===== config.mk =====
export PLATFORM = sky130hd
export DESIGN_NAME = instr_mem_loader
export DESIGN_NICKNAME = d
export VERILOG_FILES = /design/src/rtl/instr_mem_loader.sv
export SDC_FILE = /design/constraint.sdc
export NUM_CORES = 1
export LEC_CHECK = 0
export CAP_MARGIN = 5
export CORE_UTILIZATION = 51
export DETAILED_ROUTE_END_ITERATION = 7
export PLACE_DENSITY_LB_ADDON = 0.2
export SETUP_SLACK_MARGIN = 0.2
export SLEW_MARGIN = 20
export SYNTH_ARGS = -nofsm -noshare
export SYNTH_HDL_FRONTEND = slang
export SYNTH_SLANG_ARGS = --single-unit

===== constraint.sdc =====
create_clock -name clk -period 3.4 [get_ports clk]
set_input_delay 0.51 -clock clk [delete_from_list [all_inputs] [get_ports clk]]
set_output_delay 0.51 -clock clk [all_outputs]
set_load 0.02 [all_outputs]

===== src/rtl/instr_mem_loader.sv =====
// Packs decoded instruction fields into 32-bit words, writes them sequentially into instruction
// memory from address 0, then raises the processor enable. Optional feature macro: LOADER_CHECKSUM_EN.
//
// state | meaning
// LOAD  | accepting field bundles
// EXT   | writing the main word that follows an immediate-extension prefix
// RUN   | program loaded, processor enabled, input ignored

module instr_mem_loader #(
  parameter int unsigned ADDR_W     = 8,
  parameter logic [3:0]  EXT_OPCODE = 4'hF
) (
  input  logic              clk,
  input  logic              rst,
  input  logic              in_valid,
  output logic              in_ready,
  input  logic [3:0]        opcode,
  input  logic [3:0]        rs,
  input  logic [3:0]        rt,
  input  logic [3:0]        rd,
  input  logic [31:0]       imm,
  input  logic              in_last,
  output logic              mem_we,
  output logic [ADDR_W-1:0] mem_addr,
  output logic [31:0]       mem_wdata,
  output logic              en,
  output logic              full,
  output logic              ovf,
  output logic [ADDR_W:0]   words_written
`ifdef LOADER_CHECKSUM_EN
  ,
  output logic [31:0]       checksum
`endif
);

  localparam logic [1:0] ST_LOAD = 2'd0;
  localparam logic [1:0] ST_EXT  = 2'd1;
  localparam logic [1:0] ST_RUN  = 2'd2;

  localparam logic [ADDR_W:0] DEPTH     = {1'b1, {ADDR_W{1'b0}}};
  localparam logic [ADDR_W:0] LAST_SLOT = {1'b0, {ADDR_W{1'b1}}};
  localparam logic [ADDR_W:0] ONE       = {{ADDR_W{1'b0}}, 1'b1};

  logic [1:0]        state_q, state_d;
  logic              mem_we_q, mem_we_d;
  logic [ADDR_W-1:0] mem_addr_q, mem_addr_d;
  logic [31:0]       mem_wdata_q, mem_wdata_d;
  logic              en_q, en_d;
  logic              full_q, full_d;
  logic              ovf_q, ovf_d;
  logic [ADDR_W:0]   words_written_q, words_written_d;
  logic [31:0]       pend_word_q, pend_word_d;
  logic              pend_last_q, pend_last_d;

  logic              xfer;
  logic              imm_long;
  logic              do_write;
  logic [31:0]       main_word;
  logic [31:0]       prefix_word;
  logic [31:0]       write_word;
  logic [ADDR_W:0]   words_inc;

  assign in_ready    = (state_q == ST_LOAD) && !full_q && !rst;
  assign xfer        = in_valid && in_ready;
  // an immediate fits the 16-bit field only when it is the sign extension of its low half
  assign imm_long    = !((&imm[31:15]) || !(|imm[31:15]));
  assign main_word   = {opcode, rs, rt, rd, imm[15:0]};
  assign prefix_word = {EXT_OPCODE, 12'h000, imm[31:16]};
  assign words_inc   = words_written_q + ONE;

  always_comb begin
    state_d         = state_q;
    mem_we_d        = 1'b0;
    mem_addr_d      = mem_addr_q;
    mem_wdata_d     = mem_wdata_q;
    en_d            = en_q;
    full_d          = full_q;
    ovf_d           = ovf_q;
    words_written_d = words_written_q;
    pend_word_d     = pend_word_q;
    pend_last_d     = pend_last_q;
    do_write        = 1'b0;
    write_word      = 32'h0000_0000;

    case (state_q)
      ST_LOAD: begin
        if (xfer) begin
          if (!imm_long) begin
            do_write   = 1'b1;
            write_word = main_word;
            state_d    = in_last ? ST_RUN : ST_LOAD;
          end else if (words_written_q == LAST_SLOT) begin
            // the pair cannot be split across the end of memory, so the whole instruction is dropped
            ovf_d   = 1'b1;
            full_d  = 1'b1;
            state_d = in_last ? ST_RUN : ST_LOAD;
          end else begin
            do_write    = 1'b1;
            write_word  = prefix_word;
            pend_word_d = main_word;
            pend_last_d = in_last;
            state_d     = ST_EXT;
          end
        end
      end
      ST_EXT: begin
        do_write   = 1'b1;
        write_word = pend_word_q;
        state_d    = pend_last_q ? ST_RUN : ST_LOAD;
      end
      ST_RUN: begin
        en_d = 1'b1;
      end
      default: begin
        state_d = ST_LOAD;
      end
    endcase

    if (do_write) begin
      mem_we_d        = 1'b1;
      mem_addr_d      = words_written_q[ADDR_W-1:0];
      mem_wdata_d     = write_word;
      words_written_d = words_inc;
      full_d          = (words_inc == DEPTH);
    end
  end

  always_ff @(posedge clk) begin
    if (rst) begin
      state_q         <= ST_LOAD;
      mem_we_q        <= 1'b0;
      mem_addr_q      <= '0;
      mem_wdata_q     <= 32'h0000_0000;
      en_q            <= 1'b0;
      full_q          <= 1'b0;
      ovf_q           <= 1'b0;
      words_written_q <= '0;
      pend_word_q     <= 32'h0000_0000;
      pend_last_q     <= 1'b0;
    end else begin
      state_q         <= state_d;
      mem_we_q        <= mem_we_d;
      mem_addr_q      <= mem_addr_d;
      mem_wdata_q     <= mem_wdata_d;
      en_q            <= en_d;
      full_q          <= full_d;
      ovf_q           <= ovf_d;
      words_written_q <= words_written_d;
      pend_word_q     <= pend_word_d;
      pend_last_q     <= pend_last_d;
    end
  end

  assign mem_we        = mem_we_q;
  assign mem_addr      = mem_addr_q;
  assign mem_wdata     = mem_wdata_q;
  assign en            = en_q;
  assign full          = full_q;
  assign ovf           = ovf_q;
  assign words_written = words_written_q;

`ifdef LOADER_CHECKSUM_EN
  logic [31:0] checksum_q, checksum_d;

  // accumulated together with the write decision so the sum already includes the word on mem_wdata
  always_comb begin
    checksum_d = checksum_q;
    if (do_write) begin
      checksum_d = checksum_q + write_word;
    end
  end

  always_ff @(posedge clk) begin
    if (rst) begin
      checksum_q <= 32'h0000_0000;
    end else begin
      checksum_q <= checksum_d;
    end
  end

  assign checksum = checksum_q;
`endif

endmodule


==> metrics <==
outcome=completed; share of layout cells above drive strength 1=5.77%; remaining antenna violation count=0; Fin Hold WS=0.458 ns; worst vdd ir=255 uV; f_max=0.341 GHz; mux contribution to synthesized area=0%; FF-to-FF path depth=10; Core Region=0.00721 sq mm; Synth Flop Type=dfxtp_1; Int Pwr=1.70 mW; Skew-Pair Late Insertion Delay=0.35 ns; CP Launch Point=words_written[0]$_SDFFE_PP0P_; max-slew violations=0; total power=2.30 mW; worst slack at placement=0.321 ns; clock share of power=35.3%; Syn Inst Count=462; diode count=0; Slew headroom=39.1%; Synth Cell Area=0.00378 sq mm; Critical Path RT=3.66 ns; Register-to-Register Setup Slack=0.46 ns; Design Area, Final=0.00504 sq mm; synth-to-layout area growth=33.3%; vias in the first global route=3304; post-DP HPWL=6710 microns; switch share=26.1%; Pleak=1.68 nW; Min-Delay Path Class=flop to flop; worst slew pin tran=0.913 ns; gr usage total=25.7%; power share of the sequential group=48.4%; via count=3726; register area=0.00176 sq mm; register area share after synthesis=46.6%; Crit. End Element=flop; CTS tree=built; worst setup path class=flop to flop; Residual DRC=0; largest net degree at the start of global routing=90; number of synthesized register bits=88; Post-Synth Adder-Cell Area=0.992%; RSZ-0062 raised after global routing=false; pwr/cell area=457 mW/mm^2; Placer Congestion=0.776; H-tree depth=3; fillers=595; Critical Path AT=3.20 ns; Die Wd=88.1 microns; Worst R2R End=mem_wdata[11]$_SDFFE_PP0P_; Synth area leader=dfxtp_1; remaining global-route overflow=0; Tmin final=2.94 ns; xor/xnor share of the synthesized area=1.85%; Final Hold Viols=0; # Post-CTS Setup Buffers=0; Vias/cell=5.70; Max Cap Viol=0; I/O pins=106; first-pass GRT wire length=15500 microns; Post-CTS Hold Buffers=0; Initial Util=52.4%; crit share post-route=86.4%; combinational family with the most area after synthesis=compound AO/OA/AOI/OAI gates; initial antenna violation count=0; footprint of the multi-input gates=0.00181 sq mm; setup violators final=0; Avg Inst Size Synth=8.19 sq um; Logic pwr share=16.3%; total CTS buffers=9; final worst slack=0.463 ns; fin nets=605; wire length per cell=15.7 microns; Post-Synth Simple-Gate Area=21.0%; Die Span Y=88.1 microns; commonest non-fill, non-tap cells in the layout=nand2_1, clkdlybuf4s50_1, dfxtp_1; clock sinks=88; Post-Place Cell Area=0.00480 sq mm; reg2reg start=words_written[0]$_SDFFE_PP0P_; clk slew on worst S/H paths=0.09 ns; crit path launch type=flop; Distinct cells, synth=42; Worst Path Max Fanout=39; total negative setup slack=0 ns; FP Rows=31; Net Sw Power=0.601 mW; CTS resizes=0; Pre-antenna DRT Iters=4; Max clock buf depth=2; IO buf count=105; die area=0.00777 sq mm; Area contributors post-synth=dfxtp_1, nand2_1, a21oi_1; syn_nets=517; post-synthesis compound-gate area fraction=23.8%; EDFF count, synth=0; Yosys top cell area share=46.6%; CP endpoint=mem_wdata[11]$_SDFFE_PP0P_; commonest non-fill, non-tap cell in the layout=nand2_1; drt first-iter violations=255; post-synthesis async set-or-reset flop share=0%; CTS root buffer=clkbuf_8; Worst Clk Skew=0.00553 ns; Total Wirelength=10200 microns; yosys warns=0
synth_stat cells, types with 2 or more instances:
library cell	instances
or3_1	2
clkbuf_1	21
inv_1	6
nand4_1	6
a211oi_1	8
o21ai_0	2
buf_6	6
nor4_1	4
a22oi_1	30
nand2_1	118
and3_1	3
a21oi_1	61
o211ai_1	5
o32a_1	2
a31oi_1	3
a311oi_1	15
buf_2	5
dfxtp_1	88
nor2_1	38
xor2_1	4
nand3_1	4
ha_1	3
buf_4	3
xnor2_1	4
nor3_1	4
area by class of cell:
| cell class | instances | share of cell area (%) |
|---|---|---|
| Multi-Input combinational cell | 333 | 35.9 |
| Sequential cell | 88 | 34.9 |
| Timing Repair Buffer | 111 | 21.6 |
| Clock buffer | 11 | 3.00 |
| Tap cell | 99 | 2.46 |
| Clock inverter | 5 | 1.56 |
| Inverter | 7 | 0.521 |
worst max-delay path: stages, from the launching register on:
cell and delay [ns]:
dfxtp_1 0.38, ha_1 0.29, and3_1 0.23, nand3_1 0.12, nor2_1 0.07, ha_1 0.24, a211oi_2 0.26, nand2_2 0.23
inv_2 0.58, nand2_1 0.14, a311oi_1 0.28
stage by stage:
step / utilization, % / std cells
after floorplan: - / 462
after global placement: 66.6 / 637
after detailed placement: 66.6 / 637
after CTS: 69.8 / 653
after global routing: 69.9 / 654
final: 69.9 / 654
layer usage:
layer | GRT usage (%) | up-vias | part of all wire, %
li1 | - | 1807 | -
met1 | 33.4 | 1777 | 43
met2 | 43.3 | 128 | 49
met3 | 4.34 | 14 | 5.6
met4 | 8.94 | 0 | 1.5
met5 | 0 | - | 0
cell families after synthesis:
| family | Yosys count |
|---|---|
| AOI/OAI and AO/OA | 134 |
| xor gates and xnor gates | 8 |
| adders and majority gates | 3 |
| buffers and inverters | 42 |
| DFF | 88 |
| and+or+nand+nor | 187 |
power groups by stage:
stage / Combinational [mW] / Sequential (mW) / Clock, mW
after CTS: 0.371 / 1.11 / 0.822
final: 0.375 / 1.11 / 0.813
after floorplan: 0.168 / 1.17 / 0
after detailed placement: 0.369 / 1.14 / 0
after global placement: 0.362 / 1.14 / 0
after global routing: 0.405 / 1.12 / 0.881
sequential cells by signal, summed over array words and instances (netlist names):
register	flops
words_written	9
mem_we	1
mem_addr	8
pend_last_q	1
state_q	2
full	1
ovf	1
mem_wdata	32
en	1
pend_word_q	32
worst min path at each step:
stage,from,to,slack [ns],cells after the start
6_report,pend_word_q[23]$_SDFFE_PP0P_,pend_word_q[23]$_SDFFE_PP0P_,0.46,2
3_5_place_dp,pend_word_q[23]$_SDFFE_PP0P_,pend_word_q[23]$_SDFFE_PP0P_,0.45,2
3_3_place_gp,pend_word_q[25]$_SDFFE_PP0P_,pend_word_q[25]$_SDFFE_PP0P_,0.44,2
5_1_grt,pend_word_q[2]$_SDFFE_PP0P_,pend_word_q[2]$_SDFFE_PP0P_,0.48,2
4_1_cts,pend_word_q[23]$_SDFFE_PP0P_,pend_word_q[23]$_SDFFE_PP0P_,0.46,2
2_1_floorplan,pend_word_q[16]$_SDFFE_PP0P_,pend_word_q[16]$_SDFFE_PP0P_,0.44,2
(Power assumes the default switching activity.)
